### src/rtl/cpu86_exec_trace_emitter.sv
// cpu86_exec_trace_emitter
// Exec-stage validation trace producer. Shadows the eight GPRs and FLAGS from
// the exec writeback ports, snapshots the architectural state plus the
// instruction identity on every retire, queues the snapshots in a small FIFO
// and presents the FIFO head on the registered vld_* record bus.
// The FIFO occupancy (EMPTY / PARTIAL / FULL) is the only state sequencing.
// ENABLE=0 removes all logic and ties every output to its reset value.

module cpu86_exec_trace_emitter #(
    parameter bit ENABLE = 1'b1,
    parameter int DEPTH  = 4
) (
    input  logic        clk,
    input  logic        resetn,
    input  logic        wb_valid,
    input  logic [2:0]  wb_dreg,
    input  logic [1:0]  wb_mask,
    input  logic [15:0] wb_data,
    input  logic        fl_valid,
    input  logic [15:0] fl_data,
    input  logic        ret_valid,
    input  logic [4:0]  ret_op,
    input  logic [3:0]  ret_code,
    input  logic [15:0] ret_cs,
    input  logic [15:0] ret_ip,
    input  logic [3:0]  ret_sreg,
    input  logic [3:0]  ret_dreg,
    input  logic        ret_branch_taken,
    input  logic        vld_ready,
    output logic        vld_valid,
    output logic [4:0]  vld_op,
    output logic [3:0]  vld_code,
    output logic [15:0] vld_cs,
    output logic [15:0] vld_ip,
    output logic [15:0] vld_ax,
    output logic [15:0] vld_bx,
    output logic [15:0] vld_cx,
    output logic [15:0] vld_dx,
    output logic [15:0] vld_bp,
    output logic [15:0] vld_sp,
    output logic [15:0] vld_si,
    output logic [15:0] vld_di,
    output logic [15:0] vld_fl,
    output logic [3:0]  vld_sreg,
    output logic [3:0]  vld_dreg,
    output logic        vld_branch_taken,
    output logic [15:0] ovf_cnt,
    output logic        busy
);

    typedef struct packed {
        logic [4:0]  op;
        logic [3:0]  code;
        logic [15:0] cs;
        logic [15:0] ip;
        logic [15:0] ax;
        logic [15:0] bx;
        logic [15:0] cx;
        logic [15:0] dx;
        logic [15:0] bp;
        logic [15:0] sp;
        logic [15:0] si;
        logic [15:0] di;
        logic [15:0] fl;
        logic [3:0]  sreg;
        logic [3:0]  dreg;
        logic        br;
    } rec_t;

    generate
        if (ENABLE) begin : g_on
            localparam int AW = $clog2(DEPTH);
            localparam int CW = AW + 1;

            logic [15:0]   gpr_r     [8];
            logic [15:0]   gpr_byp_s [8];
            logic [15:0]   fl_r;
            logic [15:0]   fl_byp_s;
            rec_t          cap_s;
            rec_t          head_nx_s;
            rec_t          mem_r [DEPTH];
            rec_t          out_r;
            logic [AW-1:0] rd_ptr_r;
            logic [AW-1:0] wr_ptr_r;
            logic [AW-1:0] rd_nx_s;
            logic [CW-1:0] count_r;
            logic [CW-1:0] after_pop_s;
            logic [CW-1:0] count_nx_s;
            logic          full_s;
            logic          pop_s;
            logic          push_s;
            logic          drop_s;
            logic          valid_r;
            logic [15:0]   ovf_r;

            // Same-cycle writeback bypass: shadow state as it stands after this cycle's writes.
            always_comb begin
                for (int i = 0; i < 8; i++) begin
                    gpr_byp_s[i] = gpr_r[i];
                    if (wb_valid && (wb_dreg == 3'(i))) begin
                        if (wb_mask[0]) gpr_byp_s[i][7:0] = wb_data[7:0];
                        else            gpr_byp_s[i][7:0] = gpr_r[i][7:0];
                        if (wb_mask[1]) gpr_byp_s[i][15:8] = wb_data[15:8];
                        else            gpr_byp_s[i][15:8] = gpr_r[i][15:8];
                    end else begin
                        gpr_byp_s[i] = gpr_r[i];
                    end
                end
                if (fl_valid) fl_byp_s = fl_data;
                else          fl_byp_s = fl_r;
            end

            // Assemble the retire snapshot from the bypassed shadow and instruction identity.
            always_comb begin
                cap_s.op   = ret_op;
                cap_s.code = ret_code;
                cap_s.cs   = ret_cs;
                cap_s.ip   = ret_ip;
                cap_s.ax   = gpr_byp_s[0];
                cap_s.cx   = gpr_byp_s[1];
                cap_s.dx   = gpr_byp_s[2];
                cap_s.bx   = gpr_byp_s[3];
                cap_s.sp   = gpr_byp_s[4];
                cap_s.bp   = gpr_byp_s[5];
                cap_s.si   = gpr_byp_s[6];
                cap_s.di   = gpr_byp_s[7];
                cap_s.fl   = fl_byp_s;
                cap_s.sreg = ret_sreg;
                cap_s.dreg = ret_dreg;
                cap_s.br   = ret_branch_taken;
            end

            // FIFO control: a full FIFO still accepts a push when the head pops in the same cycle.
            always_comb begin
                full_s      = (count_r == CW'(DEPTH));
                pop_s       = (count_r != {CW{1'b0}}) && vld_ready;
                push_s      = ret_valid && (!full_s || pop_s);
                drop_s      = ret_valid && full_s && !pop_s;
                after_pop_s = count_r - CW'(pop_s);
                count_nx_s  = after_pop_s + CW'(push_s);
                rd_nx_s     = rd_ptr_r + AW'(pop_s);
                if (push_s && (after_pop_s == {CW{1'b0}})) head_nx_s = cap_s;
                else                                        head_nx_s = mem_r[rd_nx_s];
            end

            // Shadow register file and FLAGS follow the bypassed values.
            always_ff @(posedge clk or negedge resetn) begin
                if (!resetn) begin
                    for (int i = 0; i < 8; i++) gpr_r[i] <= 16'h0000;
                    fl_r <= 16'h0002;
                end else begin
                    for (int i = 0; i < 8; i++) gpr_r[i] <= gpr_byp_s[i];
                    fl_r <= fl_byp_s;
                end
            end

            // Snapshot storage, pointers, occupancy and saturating drop counter.
            always_ff @(posedge clk or negedge resetn) begin
                if (!resetn) begin
                    for (int i = 0; i < DEPTH; i++) mem_r[i] <= '0;
                    rd_ptr_r <= {AW{1'b0}};
                    wr_ptr_r <= {AW{1'b0}};
                    count_r  <= {CW{1'b0}};
                    ovf_r    <= 16'h0000;
                end else begin
                    if (push_s) begin
                        mem_r[wr_ptr_r] <= cap_s;
                        wr_ptr_r        <= wr_ptr_r + AW'(1);
                    end
                    rd_ptr_r <= rd_nx_s;
                    count_r  <= count_nx_s;
                    if (drop_s && (ovf_r != 16'hFFFF)) ovf_r <= ovf_r + 16'h0001;
                end
            end

            // Registered record output: reloads the next head, holds while empty.
            always_ff @(posedge clk or negedge resetn) begin
                if (!resetn) begin
                    valid_r <= 1'b0;
                    out_r   <= '0;
                end else begin
                    valid_r <= (count_nx_s != {CW{1'b0}});
                    if (count_nx_s != {CW{1'b0}}) out_r <= head_nx_s;
                    else                          out_r <= out_r;
                end
            end

            assign vld_valid        = valid_r;
            assign busy             = valid_r;
            assign ovf_cnt          = ovf_r;
            assign vld_op           = out_r.op;
            assign vld_code         = out_r.code;
            assign vld_cs           = out_r.cs;
            assign vld_ip           = out_r.ip;
            assign vld_ax           = out_r.ax;
            assign vld_bx           = out_r.bx;
            assign vld_cx           = out_r.cx;
            assign vld_dx           = out_r.dx;
            assign vld_bp           = out_r.bp;
            assign vld_sp           = out_r.sp;
            assign vld_si           = out_r.si;
            assign vld_di           = out_r.di;
            assign vld_fl           = out_r.fl;
            assign vld_sreg         = out_r.sreg;
            assign vld_dreg         = out_r.dreg;
            assign vld_branch_taken = out_r.br;
        end else begin : g_off
            assign vld_valid        = 1'b0;
            assign busy             = 1'b0;
            assign ovf_cnt          = 16'h0000;
            assign vld_op           = 5'h00;
            assign vld_code         = 4'h0;
            assign vld_cs           = 16'h0000;
            assign vld_ip           = 16'h0000;
            assign vld_ax           = 16'h0000;
            assign vld_bx           = 16'h0000;
            assign vld_cx           = 16'h0000;
            assign vld_dx           = 16'h0000;
            assign vld_bp           = 16'h0000;
            assign vld_sp           = 16'h0000;
            assign vld_si           = 16'h0000;
            assign vld_di           = 16'h0000;
            assign vld_fl           = 16'h0000;
            assign vld_sreg         = 4'h0;
            assign vld_dreg         = 4'h0;
            assign vld_branch_taken = 1'b0;
        end
    endgenerate

endmodule

### config.mk
export PLATFORM = sky130hd
export DESIGN_NAME = cpu86_exec_trace_emitter
export DESIGN_NICKNAME = d
export VERILOG_FILES = /design/src/rtl/cpu86_exec_trace_emitter.sv
export SDC_FILE = /design/constraint.sdc
export NUM_CORES = 2
export LEC_CHECK = 0
export CAP_MARGIN = 10
export CORE_MARGIN = 10
export CORE_UTILIZATION = 60
export CTS_CLUSTER_DIAMETER = 40
export CTS_CLUSTER_SIZE = 24
export DETAILED_ROUTE_END_ITERATION = 10
export DONT_BUFFER_PORTS = 1
export GPL_ROUTABILITY_DRIVEN = 0
export PLACE_DENSITY = 0.81
export SLEW_MARGIN = 30
export SYNTH_ARGS = -nofsm -noshare
export SYNTH_HDL_FRONTEND = slang
export SYNTH_SLANG_ARGS = --single-unit
export TNS_END_PERCENT = 5
### constraint.sdc
create_clock -name clk -period 7.5 [get_ports clk]
set_input_delay 0.375 -clock clk [delete_from_list [all_inputs] [get_ports clk]]
set_output_delay 0.375 -clock clk [all_outputs]
set_load 0.02 [all_outputs]
==> summary.md <==
| Metric | Value |
|---|---|
| Sequential cell area | 28500 sq um |
| Final Net Count | 4488 |
| Clock H-tree levels | 4 |
| First-pass iteration count of the detailed router | 7 |
| Run status | completed |
| Sw Ratio | 37.9% |
| Clock Power Share | 25.0% |
| Sequence of cells on the critical path | nor4b_2 -> nor2_1 -> ha_1 -> ha_1 -> xor3_1 -> or3_4 -> buf_12 -> nor2_1 -> a31oi_1 |
| Clock tree from TritonCTS | built |
| Count of distinct cell types in the synthesized netlist | 46 |
| Number of remaining DRC errors | 0 |
| Number of enable flip-flop cells after synthesis | 0 |
| Hold Path Class | primary input to flop |
| Routed vias | 35100 |
| Number of synthesized register bits | 1138 |
| Final worst setup slack | 3450 ps |
| Die outline height | 306 um |
| Residual antenna-violating net count after detailed routing | 0 |
| Leakage dissipation | 25.7 nW |
| CP max stage delay | 640 ps |
| Critical-path maximum fanout | 195 |
| Setup crit end kind | flop |
| Number of inserted filler cells in the final layout | 5293 |
| Routed WL per cell | 24.1 um |
| Fraction of final layout cells with drive strength greater than 1 | 15.4% |
| Required time of the worst setup path | 8120 ps |
| DR WL met2 | 64.4 mm |
| Critical Setup Path Class | flop to flop |
| Setup repair after global routing missed its margin | no |
| Period utilisation layout | 53.9% |
| Port-buffer cells | 0 |
| Combined area of the multi-input logic cells | 18500 sq um |
| Hold Fails Final Rpt | 0 |
| Sum of routed wire length over all layers | 134 mm |
| Crit path arrival time | 4660 ps |
| DRC marker count from the first detailed-route iteration | 3729 |
| Die Wd | 306 um |
| Register clock-pin slew on the reported worst setup and hold paths | 60 ps |
| Slew at the pin with the worst max-slew slack | 1240 ps |
| Post-synthesis instance area | 49000 sq um |
| Worst-Skew Late Latency | 760 ps |
| Wire length of the first global-routing pass | 203 mm |
| Starting density of the core | 60.7% |
| Number of pins exceeding their max-slew limit in the final report | 0 |
| Worst supply voltage drop on vdd | 0.570 mV |
| Top metal layer carrying routed signals | met4 |
| Utilization after layout | 68.6% |
| Root Driver | sky130_fd_sc_hd__clkbuf_16 |
| Worst Hold Slack | 46.3 ps |
| Worst Clk Skew | 55.6 ps |
| Post-synthesis net count | 4549 |
| Number of setup buffers added after CTS | 0 |
| Area growth syn-to-layout | 13.1% |
| Gate count of the mapped netlist | 4446 |
| Share of synthesized flip-flops with an asynchronous set or reset | 100% |
| Share of total power in sequential cells | 40.1% |
| Gate power share | 34.9% |
| Slowest library cell on the worst path | sky130_fd_sc_hd__or3_4 |
| Worst slack at placement | 3740 ps |
| Largest net degree at the start of global routing | 1139 |
| Total global routing track utilization | 27.6% |
| Largest buffer count on any clock path | 3 |
| Number of buffers inserted during clock tree synthesis | 133 |
| Post-route total power | 0.0278 W |
| Wl on met1 | 50.2 mm |
| Clock period minus worst slack | 4050 ps |
| Setup_tns | 0 ps |
| # clock sinks | 1138 |
| Endpoints failing setup | 0 |
| Synthesis warning total | 0 |
| Switching power total | 0.0105 W |
| Number of max-cap violations | 0 |
| Cell internal power dissipation | 0.0173 W |
| Number of antenna violations at the first check in global routing | 13 |
| Via density per instance | 6.30 |
| Relative slew margins | 17.6% |
| Mean post-synth cell area | 11.0 sq um |
| Achievable frequency | 0.247 GHz |
| I/O pin total | 305 |
| Flip-flop cell with the highest count after synthesis | sky130_fd_sc_hd__dfrtp_1 |
| Seq/Total Area, Yosys | 58.1% |
| Via count of the first global-routing pass | 34800 |
| Amount of wire on met3 after detailed routing | 13.6 mm |
| Total power per unit cell area | 502 nW/um^2 |
| Floorplan core area | 80800 sq um |
| Critical path launch point type | flop |
| Global route overflow | 0 |
| Total number of placement rows | 104 |
| DIE AREA | 93500 sq um |
| Detailed placer's ending HPWL | 67.6 mm |
==> layout make-up <==
| type | instances | share of cell area (%) |
|---|---|---|
| clock buffer | 156 | 6.45 |
| timing repair buffer | 142 | 2.99 |
| inverter | 153 | 1.04 |
| clock inverter | 88 | 2.26 |
| sequential | 1138 | 51.4 |
| tap | 1060 | 2.39 |
| multi-input combinational | 2817 | 33.4 |
| antenna | 17 | 0.0768 |
==> timing repair <==
item                                   4_1_cts  5_1_grt
gates resized for setup                      0        0
setup endpoints to repair                    0        0
hold buffers                               100        2
endpoints found under the hold margin     1589      337
==> critical path: cells and delay by family, from the launching register on <==
family                     cells  cell delay [ps]
and+or+nand+nor                4             1630
xor gates and xnor gates       1              230
buffers and inverters          1              530
AOI/OAI and AO/OA              1              220
DFF                            1              420
adders and majority gates      2              460
==> registers in the layout (all words and copies together), names as in the netlist, 5 cells and up <==
signal and cells:
vld_di 16, vld_bp 16, vld_cs 16, vld_fl 16, vld_cx 16, vld_op 5, g_on.gpr_r 128, vld_dx 16
vld_sp 16, vld_si 16, ovf_cnt 16, vld_bx 16, vld_ip 16, g_on.mem_r 776, g_on.fl_r 16, vld_ax 16
==> Yosys cell counts, types with 5 or more instances <==
master                     count  share of area [%]
sky130_fd_sc_hd__buf_6         8               0.18
sky130_fd_sc_hd__and2_1        5              0.064
sky130_fd_sc_hd__ha_1         10               0.26
sky130_fd_sc_hd__mux2i_1      16               0.33
sky130_fd_sc_hd__buf_4        11               0.17
sky130_fd_sc_hd__o21ai_0     688                7.0
sky130_fd_sc_hd__clkbuf_1    154                1.2
sky130_fd_sc_hd__nor2_1      324                2.5
sky130_fd_sc_hd__nand4_1       7              0.089
sky130_fd_sc_hd__buf_2       145                1.5
sky130_fd_sc_hd__inv_1       153                1.2
sky130_fd_sc_hd__mux4_2      194                8.9
sky130_fd_sc_hd__buf_1        11              0.084
sky130_fd_sc_hd__dfrtp_1    1137                 58
sky130_fd_sc_hd__a21boi_0    128                2.0
sky130_fd_sc_hd__a31oi_1     195                2.5
sky130_fd_sc_hd__nand3_1       6              0.061
sky130_fd_sc_hd__o21ai_1      17               0.17
sky130_fd_sc_hd__and4_1        6               0.11
sky130_fd_sc_hd__and3_1      132                1.7
sky130_fd_sc_hd__nand2_1     840                6.4
sky130_fd_sc_hd__clkbuf_2      9              0.092
sky130_fd_sc_hd__xor2_1        9               0.16
sky130_fd_sc_hd__mux2_2      200                4.6
sky130_fd_sc_hd__xnor2_1       8               0.14
==> cell families after synthesis <==
logic type / Yosys count / synth area share [%]
multiplexers: 411 / 13.9
AO/OA/AOI/OAI: 1039 / 11.8
buffers and inverters: 491 / 4.36
adder cells (fa/ha/maj): 10 / 0.255
flip-flops: 1138 / 58.1
XOR/XNOR: 18 / 0.352
AND/OR/NAND/NOR: 1339 / 11.3
==> per-stage QoR <==
stage	cells	instance area [sq um]
2_1_floorplan	4446	49000
3_3_place_gp	5198	49200
3_5_place_dp	5198	49200
4_1_cts	5542	55100
5_1_grt	5563	55400
6_report	5571	55400
==> per-layer routing <==
metal	vias up	GRT usage [%]
met1	17800	34.7
met2	1654	44.3
li1	15300	-
met4	0	12.7
met3	351	8.03
met5	-	0
==> cell usage in the layout, fill, tap and decap left out, types with 12 or more instances in the layout <==
cell type / n
sky130_fd_sc_hd__a21boi_0: 128
sky130_fd_sc_hd__a31oi_1: 195
sky130_fd_sc_hd__and3_1: 132
sky130_fd_sc_hd__buf_4: 20
sky130_fd_sc_hd__bufinv_16: 16
sky130_fd_sc_hd__clkbuf_16: 135
sky130_fd_sc_hd__clkbuf_8: 12
sky130_fd_sc_hd__clkinv_4: 14
sky130_fd_sc_hd__clkinvlp_4: 15
sky130_fd_sc_hd__dfrtp_1: 1137
sky130_fd_sc_hd__diode_2: 17
sky130_fd_sc_hd__dlygate4sd3_1: 101
sky130_fd_sc_hd__inv_1: 153
sky130_fd_sc_hd__inv_6: 14
sky130_fd_sc_hd__mux2_2: 200
sky130_fd_sc_hd__mux2i_1: 16
sky130_fd_sc_hd__mux4_2: 194
sky130_fd_sc_hd__nand2_1: 840
sky130_fd_sc_hd__nor2_1: 324
sky130_fd_sc_hd__o21ai_0: 688
sky130_fd_sc_hd__o21ai_1: 17
==> path summary, 6_finish.rpt <==
check	start	endpoint	slack [ps]	cells past startpoint
max	g_on.count_r[0]	vld_dx[11]	3450	9
min	wb_data[0]	g_on.gpr_r[112]	50	3
max reg2reg	g_on.count_r[0]	vld_dx[11]	3450	9
min reg2reg	g_on.mem_r[261]	g_on.mem_r[261]	470	2
max in group asynchronous	resetn	g_on.mem_r[707]	4390	6
min in group asynchronous	resetn	vld_ip[0]	60	2
==> power by group through the flow <==
stage	Clock, W	Combinational (W)	Sequential [W]
2_1_floorplan	0	0.00757	0.0104
3_3_place_gp	0	0.00875	0.0110
3_5_place_dp	0	0.00916	0.0111
4_1_cts	0.00697	0.00937	0.0111
5_1_grt	0.00725	0.0107	0.0114
6_report	0.00695	0.00970	0.0112
(Power assumes the default switching activity.)
